$ cat src/rtl/if_id_pipe_if.sv
// Valid/ready beat carrying a PC and an instruction between pipeline stages.
// The master drives the beat; the slave answers with ready.
interface if_id_pipe_if #(
    parameter int unsigned ADDR_WIDTH = 32,
    parameter int unsigned INST_WIDTH = 32
);
    logic                  valid;
    logic                  ready;
    logic [ADDR_WIDTH-1:0] pc;
    logic [INST_WIDTH-1:0] inst;

    modport master (output valid, output pc, output inst, input ready);
    modport slave  (input valid, input pc, input inst, output ready);
endinterface

$ cat src/rtl/if_id_pipe.sv
// IF/ID pipeline register: main entry plus a one-entry skid buffer, synchronous flush,
// and a saturating count of decode-side stall cycles. Empty entries read as an all-zero NOP.
module if_id_pipe #(
    parameter int unsigned ADDR_WIDTH = 32,
    parameter int unsigned INST_WIDTH = 32,
    parameter int unsigned CNT_WIDTH  = 16
) (
    input  logic                 clk_i,
    input  logic                 rst_ni,
    input  logic                 flush_i,
    if_id_pipe_if.slave          fetch_io,
    if_id_pipe_if.master         decode_io,
    output logic [CNT_WIDTH-1:0] stall_cnt_o
);

    typedef struct packed {
        logic                  valid;
        logic [ADDR_WIDTH-1:0] pc;
        logic [INST_WIDTH-1:0] inst;
    } entry_t;

    entry_t main_q, main_d;
    entry_t skid_q, skid_d;
    entry_t in_beat;
    logic   accept;
    logic   pop;
    logic [CNT_WIDTH-1:0] stall_cnt_q, stall_cnt_d;

    assign in_beat = {1'b1, fetch_io.pc, fetch_io.inst};

    // Ready depends only on registered skid state, never on decode-side ready.
    assign fetch_io.ready = ~skid_q.valid;
    assign accept         = fetch_io.valid & ~skid_q.valid;
    assign pop            = main_q.valid & decode_io.ready;

    assign decode_io.valid = main_q.valid;
    assign decode_io.pc    = main_q.pc;
    assign decode_io.inst  = main_q.inst;
    assign stall_cnt_o     = stall_cnt_q;

    always_comb begin
        main_d = main_q;
        skid_d = skid_q;
        if (flush_i) begin
            main_d = '0;
            skid_d = '0;
        end else if (pop) begin
            if (skid_q.valid) begin
                main_d = skid_q;
                skid_d = '0;
            end else if (accept) begin
                main_d = in_beat;
            end else begin
                main_d = '0;
            end
        end else if (accept) begin
            if (main_q.valid) begin
                skid_d = in_beat;
            end else begin
                main_d = in_beat;
            end
        end
    end

    // Counts stalls even on a flush cycle; saturates instead of wrapping.
    always_comb begin
        stall_cnt_d = stall_cnt_q;
        if (main_q.valid && !decode_io.ready && (stall_cnt_q != '1)) begin
            stall_cnt_d = stall_cnt_q + CNT_WIDTH'(1);
        end
    end

    always_ff @(posedge clk_i or negedge rst_ni) begin
        if (!rst_ni) begin
            main_q      <= '0;
            skid_q      <= '0;
            stall_cnt_q <= '0;
        end else begin
            main_q      <= main_d;
            skid_q      <= skid_d;
            stall_cnt_q <= stall_cnt_d;
        end
    end

endmodule

$ cat src/flat_wrapper.sv
// flat-port wrapper written by rule: the top's interface ports become plain ports
module if_id_pipe_flat 
#(
    parameter int unsigned ADDR_WIDTH = 32,
    parameter int unsigned INST_WIDTH = 32,
    parameter int unsigned CNT_WIDTH  = 16
)
  (clk_i, rst_ni, flush_i, stall_cnt_o, fetch_io_valid, fetch_io_pc, fetch_io_inst, fetch_io_ready, decode_io_valid, decode_io_pc, decode_io_inst, decode_io_ready);
  if_id_pipe_if #(.ADDR_WIDTH(ADDR_WIDTH), .INST_WIDTH(INST_WIDTH)) fetch_io_i ();
  if_id_pipe_if #(.ADDR_WIDTH(ADDR_WIDTH), .INST_WIDTH(INST_WIDTH)) decode_io_i ();
  input  logic clk_i;
  input  logic rst_ni;
  input  logic flush_i;
  output logic [CNT_WIDTH-1:0] stall_cnt_o;
  input wire logic [$bits(fetch_io_i.valid)-1:0] fetch_io_valid;
  input wire logic [$bits(fetch_io_i.pc)-1:0] fetch_io_pc;
  input wire logic [$bits(fetch_io_i.inst)-1:0] fetch_io_inst;
  output wire logic [$bits(fetch_io_i.ready)-1:0] fetch_io_ready;
  output wire logic [$bits(decode_io_i.valid)-1:0] decode_io_valid;
  output wire logic [$bits(decode_io_i.pc)-1:0] decode_io_pc;
  output wire logic [$bits(decode_io_i.inst)-1:0] decode_io_inst;
  input wire logic [$bits(decode_io_i.ready)-1:0] decode_io_ready;
  assign fetch_io_i.valid = fetch_io_valid;
  assign fetch_io_i.pc = fetch_io_pc;
  assign fetch_io_i.inst = fetch_io_inst;
  assign fetch_io_ready = fetch_io_i.ready;
  assign decode_io_valid = decode_io_i.valid;
  assign decode_io_pc = decode_io_i.pc;
  assign decode_io_inst = decode_io_i.inst;
  assign decode_io_i.ready = decode_io_ready;
  if_id_pipe #(.ADDR_WIDTH(ADDR_WIDTH), .INST_WIDTH(INST_WIDTH), .CNT_WIDTH(CNT_WIDTH)) u_core (.clk_i(clk_i), .rst_ni(rst_ni), .flush_i(flush_i), .fetch_io(fetch_io_i), .decode_io(decode_io_i), .stall_cnt_o(stall_cnt_o));
endmodule
$ cat config.mk
export PLATFORM = sky130hd
export DESIGN_NAME = if_id_pipe_flat
export DESIGN_NICKNAME = d
export VERILOG_FILES = /design/src/rtl/if_id_pipe_if.sv /design/src/rtl/if_id_pipe.sv /design/src/flat_wrapper.sv
export SDC_FILE = /design/constraint.sdc
export NUM_CORES = 1
export LEC_CHECK = 0
export ABC_AREA = 1
export CAP_MARGIN = 20
export CORE_MARGIN = 2
export CORE_UTILIZATION = 41
export DETAILED_ROUTE_END_ITERATION = 6
export GPL_ROUTABILITY_DRIVEN = 1
export GPL_TIMING_DRIVEN = 0
export HOLD_SLACK_MARGIN = 0.08
export PLACE_DENSITY = 0.79
export SLEW_MARGIN = 20
export SYNTH_ARGS = -nofsm -noshare
export SYNTH_HDL_FRONTEND = slang
export SYNTH_SLANG_ARGS = --single-unit
export TNS_END_PERCENT = 5
$ cat constraint.sdc
create_clock -name clk_i -period 2.5 [get_ports clk_i]
set_input_delay 0.75 -clock clk_i [delete_from_list [all_inputs] [get_ports clk_i]]
set_output_delay 0.75 -clock clk_i [all_outputs]
set_load 0.05 [all_outputs]
==> results of run 1 <==
-- per-layer routing --
| layer | global-route usage [%] | vias up | part of all wire [%] |
|---|---|---|---|
| met3 | 4.244 | 19 | 5.3 |
| met1 | 30.18 | 2825 | 45 |
| met2 | 34.70 | 190 | 48 |
| li1 | - | 2781 | - |
| met4 | 6.522 | 0 | 1.4 |
| met5 | 0 | - | 0 |
-- Yosys cell counts (all sizes together) --
cell,count,area share [%]
o22ai,64,6.0
dfrtp,146,55
a22oi,64,7.2
clkbuf,1,0.056
o21ai,12,1.2
buf,47,4.8
nor2,21,1.5
nand3,80,6.8
nand4,5,0.47
xor2,8,1.1
nand2,189,11
inv,82,4.6
ha,1,0.19
nor3,1,0.075
a21boi,1,0.11
-- power groups by stage --
stage               combinational (mW)  sequential [mW]  clock (mW)
floorplan                        0.768             3.65           0
global placement                  2.20             3.01           0
detailed placement                2.24             3.01           0
CTS                               2.25             2.98        2.68
global route                      2.39             3.03        2.79
finish                            2.23             2.98        2.64
-- repair_timing --
item / 4_1_cts / 5_1_grt
resized for setup: 2 / 1
cloned: 0 / 0
endpoints found under the setup margin: 2 / 1
endpoints found under the hold margin: 0 / 0
-- layout make-up --
| class | instances | share of cell area, % |
|---|---|---|
| well taps | 216 | 2.979 |
| repair buffers | 151 | 16.91 |
| multi-input cells | 446 | 26.13 |
| flip-flops and latches | 146 | 40.27 |
| clock buffers | 20 | 5.034 |
| inverters | 82 | 3.393 |
| plain buffers | 48 | 3.558 |
| clock inverters | 12 | 1.724 |
-- layout by cell type, fill, tap and decap left out, types with 2 or more instances in the layout --
master           synthesis  routed
a22oi_1                 64      64
buf_1                    5       5
buf_2                   27      27
buf_6                   14      14
bufinv_16                0       3
clkbuf_1                 1       2
clkbuf_16                0      17
clkbuf_8                 0       2
clkdlybuf4s50_1          0     146
clkinv_2                 0       2
clkinv_4                 0       2
clkinvlp_4               0       4
dfrtp_1                146     146
dlygate4sd2_1            0       2
inv_1                   80      80
inv_2                    2       2
nand2_1                186     186
nand2_4                  2       2
nand3_1                 69      69
nand3_2                 11      11
nand4_1                  5       5
nor2_1                  17      17
nor2_2                   2       2
nor2_4                   2       2
o21ai_0                  3       3
o21ai_1                  3       3
o21ai_2                  6       6
o22ai_1                 64      64
xor2_1                   8       8
-- worst max path at each step --
stage | slack, ns | depth (start not counted) | endpoint | start
3_3_place_gp | -5.31 | 1 | u_core.decode_io.pc[17] | rst_ni
2_1_floorplan | 0.63 | 9 | u_core.stall_cnt_o[9] | u_core.stall_cnt_o[0]
6_report | 0.04 | 1 | stall_cnt_o[14] | u_core.stall_cnt_o[14]
4_1_cts | 0.01 | 1 | stall_cnt_o[14] | u_core.stall_cnt_o[14]
3_5_place_dp | -0.08 | 8 | u_core.decode_io.inst[17] | decode_io_ready
5_1_grt | 0.003 | 1 | stall_cnt_o[5] | u_core.stall_cnt_o[5]
-- cells by family (layout without fill, tap and decap cells) --
group	count (synthesis)	after routing	synth area share (%)
buffers and inverters	130	313	9.476
AOI/OAI and AO/OA	141	141	14.59
adders and majority gates	1	1	0.1880
and+or+nand+nor	296	296	19.80
xor gates and xnor gates	8	8	1.053
DFF	146	146	54.90
-- metrics by stage --
stage | utilization, % | cell area, um^2
3_5_place_dp | 53.25 | 8459
5_1_grt | 57.11 | 9072
4_1_cts | 57.10 | 9070
6_report | 57.11 | 9072
2_1_floorplan | - | 6655
3_3_place_gp | 53.05 | 8427
-- state kept, by name, summed over array words and instances (netlist names) --
register,flops
u_core.decode_io.inst,32
u_core.decode_io.pc,32
u_core.decode_io.valid,1
u_core.skid_q,65
u_core.stall_cnt_o,16
==> summary.md, run 1 <==
| Metric | Value |
|---|---|
| Clock sink count | `146` |
| Category of the most critical setup path | `reg -> out` |
| Unique masters post-synth | `26` |
| Total leakage power | `4.331 nW` |
| Num ports | `151` |
| Vias in the first global route | `5,690` |
| Grt total ovfl | `0` |
| Max frequency | `406.1 MHz` |
| Sw frac | `34.82%` |
| Mapped cell area | `6655 um^2` |
| Area growth syn-to-layout | `36.32%` |
| Final WS setup | `0.03752 ns` |
| Minimum clock period | `2.462 ns` |
| Hold Vio Cnt, Final | `0` |
| Worst-Margin Slew | `0.5475 ns` |
| Die Span X | `131.4 um` |
| FF-to-FF path depth | `7` |
| Hold crit path type | `in -> async` |
| Seq/Total Area, Yosys | `54.90%` |
| DRC | `0` |
| CTS buffer count | `17` |
| Gpl congestion | `0.8164` |
| # diodes | `0` |
| Multi-input logic area | `2371 um^2` |
| CTS tree | `done` |
| Worst vdd ir | `0.5509 mV` |
| Chip height | `131.4 um` |
| Post-route setup TNS | `0 ns` |
| CP cell instances | `clkdlybuf4s50_1` |
| Die area | `17,270 um^2` |
| Worst Setup End Kind | `primary output` |
| Post-synthesis register bit count | `146` |
| Wire per inst | `16.26 um` |
| Share of cells above drive strength 1 | `11.16%` |
| Synth Instances | `722` |
| Global-route usage over all layers | `21.75%` |
| Post-DRT Antenna Nets | `0` |
| RSZ-0062 raised after global routing | `no` |
| Worst Path Max Fanout | `6` |
| Hold_buf cts | `0` |
| Syn Area/Cell | `9.218 um^2` |
| Synth warn | `0` |
| Layout net count | `962` |
| Register area | `3654 um^2` |
| WHS | `0.2572 ns` |
| DR iter-0 viols | `463` |
| Worst-case clock buffer depth | `2` |
| Status | `finished, final reports clean` |
| Final setup skew | `0.007013 ns` |
| Fin cells | `1,121` |
| Sequential power share | `38.0%` |
| FF-to-FF setup slack | `0.67 ns` |
| Int Pwr | `5.118 mW` |
| FP Rows | `46` |
| Tcrit/Tclk final | `98.50%` |
| Largest net degree at the start of global routing | `91` |
| Crit Reg-Reg Endpoint | `u_core.decode_io.inst[17]` |
| Place WS | `-0.08495 ns` |
| CP max-delay cell | `clkdlybuf4s50_1` |
| DR pass1 iterations | `5` |
| Clock share of power | `33.6%` |
| Pwr dens | `865.6 nW/um^2` |
| CP top delay family | `buffers and inverters` |
| Crit path buf inv count | `1` |
| Relative slew margins | `63.39%` |
| Core ar. | `15,890 um^2` |
| Total power | `7.853 mW` |
| Port bufs | `150` |
| Clock transition at path regs | `0.06 ns` |
| Routed via count | `5,815` |
| Crit path largest cell delay | `0.84 ns` |
| Max-cap violation count | `0` |
| First-pass GRT wire length | `30,100 um` |
| Placed instance count | `1,089` |
| Endpoints failing setup | `0` |
| Setup bufs post-CTS | `0` |
| Post-detail-place hpwl | `12,310 um` |
| WP data required | `1.75 ns` |
| H-tree lvl count | `4` |
| Initial antenna violation count | `0` |
| Vias/cell | `5.187` |
| Reg-to-Reg Start | `u_core.decode_io.valid` |
| Final Max Tran Viols | `0` |
| Initial core utilization | `41.90%` |
| Syn_nets | `792` |
| WP data arrival | `1.71 ns` |
| Combinational share of power | `28.4%` |
| Number of fill cells | `1,445` |
| Drt total wl | `18,230 um` |
| Crit path launch type | `flop` |
| Switching power | `2.735 mW` |
| Worst-Skew Late Latency | `0.42 ns` |
| Root buf cell | `clkbuf_16` |
No activity file was read; power rests on OpenSTA's default activity.
==> inputs of run 2 (changes only) <==
CAP_MARGIN = unset   (was 20)
clock period = 3 ns   (was 2.5 ns; I/O delays follow)
==> run 2 against run 1 <==
  * Count of clock-buffer cells in the layout is the same
  * Combinational power is 17% lower
  * Utilization stayed put
  * Wire length grew 0.20%
  * First-iteration DRC count rose by 9.9%
  * Cell area is the same
  * Sequential power fell by 16%
  * Cell count unchanged
  * Clock power shrank 17%
==> summary.md, run 2 (synthesized netlist as in run 1, its figures left out) <==
| Metric | Value |
|---|---|
| First-pass GRT wire length | `30,070 um` |
| Clock transition at path regs | `0.06 ns` |
| Vias/cell | `5.173` |
| Sequential power share | `37.9%` |
| Int Pwr | `4.270 mW` |
| Tcrit/Tclk final | `88.61%` |
| Endpoints failing setup | `0` |
| Met3 global-route usage | `4.244%` |
| Worst Path Max Fanout | `4` |
| Gpl congestion | `0.8164` |
| Most frequent cells in the layout | `nand2_1 (186), clkdlybuf4s50_1 (149), dfrtp_1 (146)` |
| Total power | `6.552 mW` |
| FP Rows | `46` |
| # diodes | `0` |
| Max frequency | `376.2 MHz` |
| CP top delay family | `buffers and inverters` |
| H-tree lvl count | `4` |
| Core Util, Final | `57.11%` |
| Vias in the first global route | `5,684` |
| Crit path largest cell delay | `0.82 ns` |
| Largest net degree at the start of global routing | `91` |
| FF-to-FF setup slack | `1.19 ns` |
| Setup bufs post-CTS | `0` |
| DR iter-0 viols | `509` |
| Layout net count | `962` |
| CTS tree | `done` |
| Clock sink count | `146` |
| Hold crit path type | `in -> async` |
| Fin cells | `1,121` |
| CP max-delay cell | `clkdlybuf4s50_1` |
| Initial core utilization | `41.90%` |
| Category of the most critical setup path | `reg -> out` |
| Post-DRT Antenna Nets | `0` |
| Area growth syn-to-layout | `36.32%` |
| Num ports | `151` |
| Minimum clock period | `2.658 ns` |
| WP data required | `2.10 ns` |
| Grt total ovfl | `0` |
| Drt total wl | `18,260 um` |
| CP cell instances | `inv_1 > clkdlybuf4s50_1` |
| RSZ-0062 raised after global routing | `no` |
| Crit path buf inv count | `2` |
| Commonest non-fill, non-tap cell in the layout | `nand2_1` |
| Most used routing layer | `met2` |
| Max FFs per register | `65` |
| Place WS | `0.2650 ns` |
| Port bufs | `150` |
| Die area | `17,270 um^2` |
| Combinational share of power | `28.4%` |
| Post-detail-place hpwl | `12,310 um` |
| Sw frac | `34.83%` |
| Crit path launch type | `flop` |
| Worst-case clock buffer depth | `2` |
| Root buf cell | `clkbuf_16` |
| Clock share of power | `33.6%` |
| Relative slew margins | `63.39%` |
| Switching power | `2.282 mW` |
| Placed instance count | `1,089` |
| Final Max Tran Viols | `0` |
| Chip height | `131.4 um` |
| Total leakage power | `4.309 nW` |
| Pwr dens | `722.2 nW/um^2` |
| Core ar. | `15,890 um^2` |
| Post-route setup TNS | `0 ns` |
| Reg with most FFs | `u_core.skid_q` |
| Hold_buf cts | `0` |
| GR Util met1 | `30.18%` |
| Grt met2 use | `34.64%` |
| DRC | `0` |
| Global-route usage over all layers | `21.73%` |
| Worst Setup End Kind | `primary output` |
| Number of gates resized after cts | `0` |
| Worst-Skew Late Latency | `0.42 ns` |
| Wire per inst | `16.29 um` |
| Die Span X | `131.4 um` |
| Initial antenna violation count | `0` |
| Worst vdd ir | `0.4638 mV` |
| Hold Vio Cnt, Final | `0` |
| Design area | `9072 um^2` |
| WP data arrival | `1.76 ns` |
| Max-cap violation count | `0` |
| Dpl cell area | `8459 um^2` |
| CTS buffer count | `17` |
| Worst-Margin Slew | `0.5474 ns` |
| Status | `finished, final reports clean` |
| Final setup skew | `0.006758 ns` |
| Share of cells above drive strength 1 | `11.16%` |
| DR pass1 iterations | `5` |
| WHS | `0.4068 ns` |
| Final WS setup | `0.3416 ns` |
| Routed via count | `5,799` |
==> run 2: cell types whose count changed in the layout (fill, tap and decap cells not counted), sizes merged <==
cell / before / now
clkdlybuf4s50: 146 / 149
dlygate4sd2: 2 / 0
dlymetal6s2s: 1 / 0
==> run 2: cell type report <==
type / count / area [um^2]
multi-input combinational: 446 / 2371
clock inverter: 12 / 156.4
clock buffer: 20 / 456.7
sequential: 146 / 3654
timing repair buffer: 151 / 1534
tap: 216 / 270.3
buffer: 48 / 322.8
inverter: 82 / 307.8
fill: 1447 / 6813
==> run 2: worst paths after layout <==
| kind | start | to | cells past startpoint |
|---|---|---|---|
| max | u_core.skid_q[64] | fetch_io_ready | 2 |
| min | rst_ni | u_core.skid_q[28] | 1 |
| max reg2reg | u_core.decode_io.valid | u_core.decode_io.inst[1] | 7 |
| min reg2reg | u_core.skid_q[4] | u_core.skid_q[4] | 2 |
| max in group asynchronous | rst_ni | u_core.decode_io.pc[9] | 2 |
| min in group clk_i | u_core.skid_q[4] | u_core.skid_q[4] | 2 |
==> run 2: worst reg2reg max path: stages (launching register included) <==
cell,delay (ns)
dfrtp_1,0.41
nand2_1,0.14
inv_2,0.07
nor2_4,0.10
o21ai_1,0.09
nand2_1,0.40
buf_2,0.34
o22ai_1,0.14
==> run 2: power groups by stage <==
stage | Clock [mW] | Sequential [mW] | Combinational (mW)
2_1_floorplan | 0 | 3.04 | 0.640
3_3_place_gp | 0 | 2.51 | 1.83
3_5_place_dp | 0 | 2.51 | 1.87
4_1_cts | 2.24 | 2.48 | 1.88
5_1_grt | 2.33 | 2.52 | 2.00
6_report | 2.20 | 2.49 | 1.86
==> run 2: metal layers <==
metal / vias to the layer above / wire length (um)
met5: - / 0
met4: 0 / 257
met3: 19 / 881
met2: 179 / 8799
met1: 2822 / 8326
li1: 2779 / -
